### config.mk
export PLATFORM = sky130hd
export DESIGN_NAME = audio_dac_tx
export DESIGN_NICKNAME = d
export VERILOG_FILES = /design/src/rtl/audio_dac_tx.sv
export SDC_FILE = /design/constraint.sdc
export NUM_CORES = 1
export LEC_CHECK = 0
export BUFFER_PORTS_ARGS = -buffer_cell sky130_fd_sc_hd__buf_2
export CORE_ASPECT_RATIO = 1.75
export CORE_UTILIZATION = 45
export CTS_BUF_LIST = sky130_fd_sc_hd__clkbuf_4
export CTS_CLUSTER_DIAMETER = 40
export DETAILED_ROUTE_END_ITERATION = 6
export SLEW_MARGIN = 10
export SYNTH_ARGS = -nofsm -noshare
export SYNTH_HDL_FRONTEND = slang
export SYNTH_SLANG_ARGS = --single-unit
### constraint.sdc
create_clock -name clk_clk -period 5.4 [get_ports clk_clk]
set_input_delay 0 -clock clk_clk [delete_from_list [all_inputs] [get_ports clk_clk]]
set_output_delay 0 -clock clk_clk [all_outputs]
set_load 0.02 [all_outputs]
### src/rtl/audio_dac_tx.sv
// I2S DAC transmitter: buffers stereo pairs in a small FIFO and shifts them out
// MSB-first on DACDAT, timed by codec-driven BCLK/DACLRCK synchronized into clk_clk.
module audio_dac_tx #(
    parameter int DATA_WIDTH = 16,
    parameter int FIFO_DEPTH = 4
) (
    input  logic                          clk_clk,
    input  logic                          reset_reset,
    input  logic                          audio_interface_BCLK,
    input  logic                          audio_interface_DACLRCK,
    output logic                          audio_interface_DACDAT,
    input  logic [DATA_WIDTH-1:0]         sink_data_left,
    input  logic [DATA_WIDTH-1:0]         sink_data_right,
    input  logic                          sink_valid,
    output logic                          sink_ready,
    output logic                          underrun,
    output logic [$clog2(FIFO_DEPTH):0]   fifo_level,
    output logic [1:0]                    dbg_state
);

    localparam int AW = $clog2(FIFO_DEPTH);
    localparam int CW = $clog2(DATA_WIDTH);

    typedef enum logic [1:0] {
        ST_ALIGN = 2'd0,
        ST_LOAD  = 2'd1,
        ST_SHIFT = 2'd2,
        ST_PAD   = 2'd3
    } state_t;

    // Sink handshake: a pair transfers on any rising clk_clk edge where
    // sink_valid && sink_ready; sink_valid may not depend on sink_ready.
    logic [2:0]              bclk_sync_q;
    logic [1:0]              lrck_sync_q;
    logic                    lrck_prev_q;
    state_t                  state_q, state_d;
    logic                    chan_q, chan_d;
    logic [DATA_WIDTH-1:0]   hold_left_q, hold_left_d;
    logic [DATA_WIDTH-1:0]   hold_right_q, hold_right_d;
    logic [DATA_WIDTH-1:0]   shift_q, shift_d;
    logic [CW-1:0]           bitcnt_q, bitcnt_d;
    logic                    dacdat_q, dacdat_d;
    logic                    underrun_q, underrun_d;
    logic [AW:0]             wr_ptr_q, rd_ptr_q;
    logic [2*DATA_WIDTH-1:0] mem_q [FIFO_DEPTH];

    logic                    bclk_fall, lrck_now, lrck_edge, left_start;
    logic                    empty, full, push, pop;
    logic [AW:0]             level;
    logic [2*DATA_WIDTH-1:0] head;
    logic [DATA_WIDTH-1:0]   word;

    assign bclk_fall  = bclk_sync_q[2] & ~bclk_sync_q[1];
    assign lrck_now   = lrck_sync_q[1];
    assign lrck_edge  = bclk_fall && (lrck_now != lrck_prev_q);
    assign left_start = lrck_edge && !lrck_now;

    assign level      = wr_ptr_q - rd_ptr_q;
    assign empty      = (level == '0);
    assign full       = (level == (AW+1)'(FIFO_DEPTH));
    assign sink_ready = !full && !reset_reset;
    assign push       = sink_valid && sink_ready;
    assign head       = mem_q[rd_ptr_q[AW-1:0]];
    assign word       = chan_q ? hold_right_q : hold_left_q;

    assign audio_interface_DACDAT = dacdat_q;
    assign underrun               = underrun_q;
    assign fifo_level             = level;
    assign dbg_state              = state_q;

    always_comb begin
        state_d      = state_q;
        chan_d       = chan_q;
        hold_left_d  = hold_left_q;
        hold_right_d = hold_right_q;
        shift_d      = shift_q;
        bitcnt_d     = bitcnt_q;
        dacdat_d     = dacdat_q;
        underrun_d   = 1'b0;
        pop          = 1'b0;
        if (bclk_fall) begin
            // A channel start preempts whatever is in flight; ALIGN waits for a left start only.
            if ((state_q == ST_ALIGN) ? left_start : lrck_edge) begin
                state_d  = ST_LOAD;
                dacdat_d = 1'b0;
                chan_d   = lrck_now;
                if (!lrck_now) begin
                    if (empty) begin
                        hold_left_d  = '0;
                        hold_right_d = '0;
                        underrun_d   = 1'b1;
                    end else begin
                        pop          = 1'b1;
                        hold_left_d  = head[2*DATA_WIDTH-1:DATA_WIDTH];
                        hold_right_d = head[DATA_WIDTH-1:0];
                    end
                end
            end else begin
                case (state_q)
                    ST_LOAD: begin
                        shift_d  = word;
                        dacdat_d = word[DATA_WIDTH-1];
                        bitcnt_d = CW'(DATA_WIDTH-1);
                        state_d  = ST_SHIFT;
                    end
                    ST_SHIFT: begin
                        if (bitcnt_q == '0) begin
                            dacdat_d = 1'b0;
                            state_d  = ST_PAD;
                        end else begin
                            shift_d  = {shift_q[DATA_WIDTH-2:0], 1'b0};
                            dacdat_d = shift_q[DATA_WIDTH-2];
                            bitcnt_d = bitcnt_q - CW'(1);
                        end
                    end
                    default: dacdat_d = 1'b0;
                endcase
            end
        end
    end

    always_ff @(posedge clk_clk) begin
        if (reset_reset) begin
            bclk_sync_q  <= '0;
            lrck_sync_q  <= '0;
            lrck_prev_q  <= 1'b0;
            state_q      <= ST_ALIGN;
            chan_q       <= 1'b0;
            hold_left_q  <= '0;
            hold_right_q <= '0;
            shift_q      <= '0;
            bitcnt_q     <= '0;
            dacdat_q     <= 1'b0;
            underrun_q   <= 1'b0;
            wr_ptr_q     <= '0;
            rd_ptr_q     <= '0;
        end else begin
            bclk_sync_q  <= {bclk_sync_q[1:0], audio_interface_BCLK};
            lrck_sync_q  <= {lrck_sync_q[0], audio_interface_DACLRCK};
            if (bclk_fall) begin
                lrck_prev_q <= lrck_now;
            end
            state_q      <= state_d;
            chan_q       <= chan_d;
            hold_left_q  <= hold_left_d;
            hold_right_q <= hold_right_d;
            shift_q      <= shift_d;
            bitcnt_q     <= bitcnt_d;
            dacdat_q     <= dacdat_d;
            underrun_q   <= underrun_d;
            if (push) begin
                wr_ptr_q <= wr_ptr_q + (AW+1)'(1);
            end
            if (pop) begin
                rd_ptr_q <= rd_ptr_q + (AW+1)'(1);
            end
        end
    end

    // Storage needs no reset: emptiness is defined purely by the pointers.
    always_ff @(posedge clk_clk) begin
        if (push) begin
            mem_q[wr_ptr_q[AW-1:0]] <= {sink_data_left, sink_data_right};
        end
    end

endmodule

# Word-level counts from Yosys, hierarchy flattened
# Memories as Yosys holds them, arrays and structs flattened. A register that Yosys moved wholly into a read port is not among the register bits.
# Index checks and enable logic that the tools add are counted.
totals:
  input_bits: 37
  latchBits: 0
  mem_bits_rw: 128
  wordCells: 69
  output_inout_bits: 8
  memories: 1
  reg_bits: 68
  mem_bits_ro: 0
mem_list:
  columns: ["name", "depth", "word_bits", "rd", "rd_ports_with_merged_regs", "wr", "line", "source"]
  rows:
  - ["mem_q", 4, 32, 1, 1, 1, "45", "logic [2*DATA_WIDTH-1:0] mem_q [FIFO_DEPTH];"]
op_classes:
  mux: 23
  n_eq_ne: 6
  n_bitwise: 5
  n_mul: 0
  magnitude_cmp: 0
  n_reduce_logical: 17
  div_mod_pow: 0
  n_shift: 0
  addsub: 4
op_table:
  columns: ["op", "count"]
  rows:
  - ["2-to-1 mux 16 bit", 3]
  - ["case mux 15 bit (2 select lines)", 1]
  - ["2-to-1 mux 15 bit", 1]
  - ["2-to-1 mux 1 bit", 10]
  - ["2-to-1 mux 2 bit", 4]
  - ["case mux 4 bit (2 select lines)", 1]
  - ["adder 3 x 1 -> 3 bit, second input constant", 2]
  - ["AND reduction 3 bit", 2]
  - ["logical AND 1 bit", 4]
  - ["zero test 4 bit", 1]
  - ["2-to-1 mux 4 bit", 1]
  - ["NOT 1 bit", 4]
  - ["case mux 2 bit (2 select lines)", 1]
  - ["AND reduction 4 bit", 1]
  - ["OR reduction 4 bit", 1]
  - ["subtractor 4 x 1 -> 4 bit, second input constant", 1]
  - ["equality test 3 bit, second input constant", 1]
  - ["zero test 1 bit", 3]
  - ["zero test 3 bit", 1]
  - ["!= test 3 bit, second input constant", 1]
  - ["nonzero test 3 bit", 1]
  - ["subtractor 3 bit", 1]
  - ["equality test 2 x 1 -> 1 bit, second input constant", 1]
  - ["equality test 2 bit, second input constant", 1]
  - ["7 further kinds", 7]

# Longest topological paths before layout
depth:
  word_depth: 9
  mapped_depth: 9

# Worst setup path before layout
# Ideal clock, no wire load.
synth_path:
  path_type: "reg2reg"
  from: "register wr_ptr_q[0]"
  to: "memory mem_q[3][0] in the netlist's numbering, enable pin"
  n_path_buf: 0
  t_required_ps: 4915
  synth_period_minus_slack_ps: 4524
  path_stages_with_launch: 6
  setup_time_ps: 485
  path_slack_ps: 876
  t_arrival_ps: 4038
  path_cell_list: "dfxtp_1 inv_1 ha_1 fa_1 xor3_2 a311oi_1"
synth_via:
  elab_chain_cells: 7
synth_rtl:
  columns: ["item", "line", "source"]
  rows:
  - ["start: declaration", "44", "logic [AW:0] wr_ptr_q, rd_ptr_q;"]
  - ["start signal: assignment", "152", "wr_ptr_q <= wr_ptr_q + (AW+1)'(1);"]
  - ["subtractor 3 bit", "58", "assign level = wr_ptr_q - rd_ptr_q;"]
  - ["net fifo_level[2]", "17", "output logic [$clog2(FIFO_DEPTH):0] fifo_level,"]
  - ["equality test 3 bit", "60", "assign full = (level == (AW+1)'(FIFO_DEPTH));"]
  - ["zero test 1 bit", "61", "assign sink_ready = !full && !reset_reset;"]
  - ["logical AND 1 bit", "61", null]
  - ["logical AND 1 bit", "62", "assign push = sink_valid && sink_ready;"]
  - ["2-to-1 mux 1 bit", "162", "if (push) begin"]
  - ["2-to-1 mux 1 bit (not written as such)", "163", "mem_q[wr_ptr_q[AW-1:0]] <= {sink_data_left, sink_data_right};"]
  - ["end: declaration", "45", null]
# The timed path passes the listed nets, and every way through them passes these cells.

# Worst setup path in the final report
layout_path:
  from: "register state_q[0], in the netlist dbg_state[0]"
  to: "register shift_q[12]"
layout_via:
  elab_chain_cells: 4
layout_rtl:
  columns: ["item", "line", "source"]
  rows:
  - ["start: declaration", "36", "state_t state_q, state_d;"]
  - ["start signal: assignment", "143", "state_q <= state_d;"]
  - ["parallel branches: the longest is 4 deep, another holds AND reduction 4 bit", null, null]
  - ["end signal: assignment", "147", "shift_q <= shift_d;"]
  - ["end: declaration", "40", "logic [DATA_WIDTH-1:0] shift_q, shift_d;"]
# Parallel ways; which one is timed is not known.
# A chain may end at the register's enable or synchronous reset.

==> impl_metrics.sql <==
INSERT INTO impl_metrics (metric_group, metric, value, unit) VALUES
('placed_design', 'hpwl_dp', '8576', 'microns'),
('synthesis', 'ys_dominant_reg_cell', 'sky130_fd_sc_hd__edfxtp_1', ''),
('sta', 'timing.final.max_slew_violations', '0', ''),
('synthesis', 'synth_enable_flop_cells', '128', ''),
('global_route', 'first_global_vias', '4378', ''),
('worst_setup_path', 'worst-path-max-fanout', '36', ''),
('clock_network', 'number_of_setup_buffers_added_after_cts', '0', ''),
('worst_setup_path', 'data_arrival_time_of_the_critical_path', '3440', 'ps'),
('route', 'finalWirelength', '14030', 'microns'),
('synthesis', 'synthesis.nets', '512', ''),
('synthesis', 'synth.yosys.seq_area_share', '68.89', '%'),
('worst_setup_path', 'setup.worst_path.start_class', 'flip-flop', ''),
('clock_network', 'hold_fix_buffer_count_after_cts', '38', ''),
('route', 'drt-initial-drc-count', '244', ''),
('global_route', 'maximum_number_of_pins_on_one_net_before_global_route_repair', '39', ''),
('sta', 'timing.final.crit_share', '54.25', '%'),
('route', 'antenna_left', '0', ''),
('placed_design', 'finalWeightedCongestion', '0.7223', ''),
('worst_setup_path', 'cp_data_required_time', '5910', 'ps'),
('clock_network', 'cts-root-buf', 'sky130_fd_sc_hd__clkbuf_4', ''),
('worst_setup_path', 'critical-path-slowest-cell', 'sky130_fd_sc_hd__ha_1', ''),
('floorplan', 'std_cell_rows', '62', ''),
('sta', 'grt_setup_unrepaired', 'no', ''),
('flow_run', 'max_cap_viol_count', '0', ''),
('hold_path', 'min_delay_worst_endpoint', 'mem_q[0][24]', ''),
('floorplan', 'die_area', '17460', 'sq um'),
('floorplan', 'die_width', '100.3', 'microns'),
('sta', 'max_fclk', '341.3', 'MHz'),
('synthesis', 'async_s_r_ff_share_synth', '0', '%'),
('cells_and_area', 'area_growth_syn_to_layout', '14.13', '%'),
('sta', 'max_slew.worst_pin.slew', '1164', 'ps'),
('global_route', 'grt_util_all_layers', '17.71', '%'),
('worst_setup_path', 'critical_path.endpoint_type', 'flip-flop', ''),
('worst_setup_path', 'slowest_delay', '870', 'ps'),
('sta', 'setup_tns', '0', 'ps'),
('worst_setup_path', 'setup.reg_to_reg.worst_slack', '2470', 'ps'),
('global_route', 'wire_length_of_the_first_global_routing_pass', '23070', 'microns'),
('floorplan', 'floorplan.io_pins', '45', ''),
('route', 'wl_met1', '5824', 'microns'),
('clock_network', 'clock_path_buffers', '2', ''),
('hold_path', 'path_class_of_the_lowest_slack_min_delay_path', 'input port to flip-flop', ''),
('placed_design', 'place.port_buffers', '44', ''),
('floorplan', 'core_area', '16450', 'sq um'),
('route', 'routed-via-count', '4173', ''),
('status', 'outcome', 'complete, no violations', ''),
('global_route', 'global_route.overflow_total', '0', ''),
('cells_and_area', 'nNetsFinal', '589', ''),
('sta', 'post_route_skew', '23.29', 'ps'),
('sta', 'setup_viol', '0', ''),
('cells_and_area', 'final_common_cell', 'sky130_fd_sc_hd__edfxtp_1', ''),
('pwr', 'max-vdd-ir-drop', '0.0002084', 'V'),
('cells_and_area', 'drive_gt1_share', '25.09', '%'),
('cells_and_area', 'mostFrequentLayoutCells', 'sky130_fd_sc_hd__edfxtp_1 (128), sky130_fd_sc_hd__dfxtp_1 (68), sky130_fd_sc_hd__buf_2 (44), sky130_fd_sc_hd__dlygate4sd3_1 (38)', ''),
('clock_network', 'cts_max_level', '4', ''),
('pwr', 'power_density', '289.2', 'nW/um^2'),
('hold_path', 'hold-path-cell-count', '2', ''),
('synthesis', 'ys_ff_latch', '198', ''),
('clock_network', 'cts.repair.resized', '0', ''),
('route', 'wl_per_cell', '18.01', 'microns'),
('floorplan', 'start_util', '46.29', '%'),
('sta', 'finalCriticalPeriod', '2930', 'ps'),
('route', 'drt-vias-per-instance', '5.357', ''),
('route', 'first_pass_iters', '4', ''),
('worst_setup_path', 'r2r_start', 'dbg_state[0]', ''),
('route', 'dr_wl_met3', '262', 'microns'),
('synthesis', 'syn_avg_cell_area', '16.41', 'sq um'),
('synthesis', 'synth_area', '7614', 'sq um'),
('clock_network', 'clkLatencyLatePin', '560', 'ps'),
('synthesis', 'ys_types', '47', ''),
('clock_network', 'cts.clk_slew.worst_paths', '170', 'ps'),
('sta', 'timing.max_slew.rel_slack', '22.31', '%');
==> power breakdown <==
group          total (mW)  internal [mW]  switching, mW  leakage [nW]
logic               0.121         0.0525         0.0683          1.04
registers            1.65           1.65        0.00817          1.73
clock network       0.738          0.210          0.528         0.149
total                2.51           1.91          0.605          2.92
==> how the worst max path moves through the flow <==
stage / endpoint / cells past startpoint / start / slack [ps]
4_1_cts: mem_q[1][8] / 7 / wr_ptr_q[0] / 2460
6_report: shift_q[12] / 5 / dbg_state[0] / 2470
3_5_place_dp: mem_q[1][12] / 7 / wr_ptr_q[0] / 2500
5_1_grt: shift_q[4] / 5 / dbg_state[0] / 2210
2_1_floorplan: mem_q[3][0] / 5 / wr_ptr_q[0] / 880
3_3_place_gp: bitcnt_q[1] / 5 / dbg_state[0] / 2570
==> through the flow <==
| stage | setup slack (ps) | cell area (sq um) | util [%] | hold WS, ps | instances |
|---|---|---|---|---|---|
| after detailed placement | 2501 | 8034 | 48.85 | 217.5 | 708 |
| after global routing | 2210 | 8690 | 52.84 | 116.1 | 779 |
| after floorplan | 876.2 | 7614 | - | 98.87 | 464 |
| final | 2470 | 8690 | 52.84 | 170.5 | 779 |
| after global placement | 2574 | 8034 | 48.85 | 208.6 | 708 |
| after CTS | 2456 | 8687 | 52.82 | 119.3 | 778 |
==> worst max-delay path, delay by kind of cell (launching register included) <==
kind	cells	cell delay (ps)
buffers and inverters	1	90
and+or+nand+nor	2	1300
AOI/OAI and AO/OA	1	240
DFF	1	360
adders and majority gates	1	870
==> sequential cells by signal, indices dropped and copies added (netlist names), named ones only <==
signal / count
wr_ptr_q: 3
hold_right_q: 16
mem_q: 128
chan_q: 1
bclk_sync_q: 3
shift_q: 15
lrck_sync_q: 2
hold_left_q: 16
lrck_prev_q: 1
bitcnt_q: 4
underrun: 1
dbg_state: 2
rd_ptr_q: 3
audio_interface_DACDAT: 1
==> cells by family after synthesis <==
group,Yosys count,synth area share [%]
adders and majority gates,11,1.906
muxes,49,11.72
and+or+nand+nor,76,5.884
buffers and inverters,41,2.531
DFF,198,68.89
xor gates and xnor gates,4,0.6738
AOI/OAI and AO/OA,85,8.398
==> per-layer routing <==
| layer | vias up | global-route usage, % |
|---|---|---|
| li1 | 1978 | - |
| met1 | 2118 | 20.67 |
| met2 | 57 | 31.74 |
| met3 | 20 | 3.016 |
| met4 | 0 | 7.246 |
| met5 | - | 0 |
==> area by class of cell <==
| type | instances | area (sq um) |
|---|---|---|
| fill | 1399 | 7756 |
| sequential | 198 | 5248 |
| multi-input combinational | 225 | 2196 |
| timing repair buffer | 89 | 653.1 |
| tap | 224 | 280.3 |
| clock inverter | 14 | 137.6 |
| clock buffer | 18 | 135.1 |
| inverter | 10 | 37.54 |
| antenna | 1 | 2.502 |
==> cell usage after synthesis, drive strengths merged (2+ instances only) <==
master,n,area (sq um)
a22o,32,280.3
nand3,3,15.01
clkbuf,16,60.06
nor4b,14,122.6
nor2b,6,37.54
a31o,15,131.4
dfxtp,70,1401
inv,10,37.54
a21oi,5,25.02
mux4,32,720.7
mux2i,16,160.2
nor4,2,27.53
buf,15,95.09
and2,2,12.51
o31ai,3,22.52
o21ai,20,100.1
nand4,2,12.51
nor2,8,32.54
ha,10,125.1
and3,5,31.28
nand2b,2,12.51
a21o,2,15.01
edfxtp,128,3844
nor3,2,10.01
xnor2,2,17.52
a221oi,2,17.52
nand2,25,93.84
Note: power is estimated with default switching activity, not from simulation.
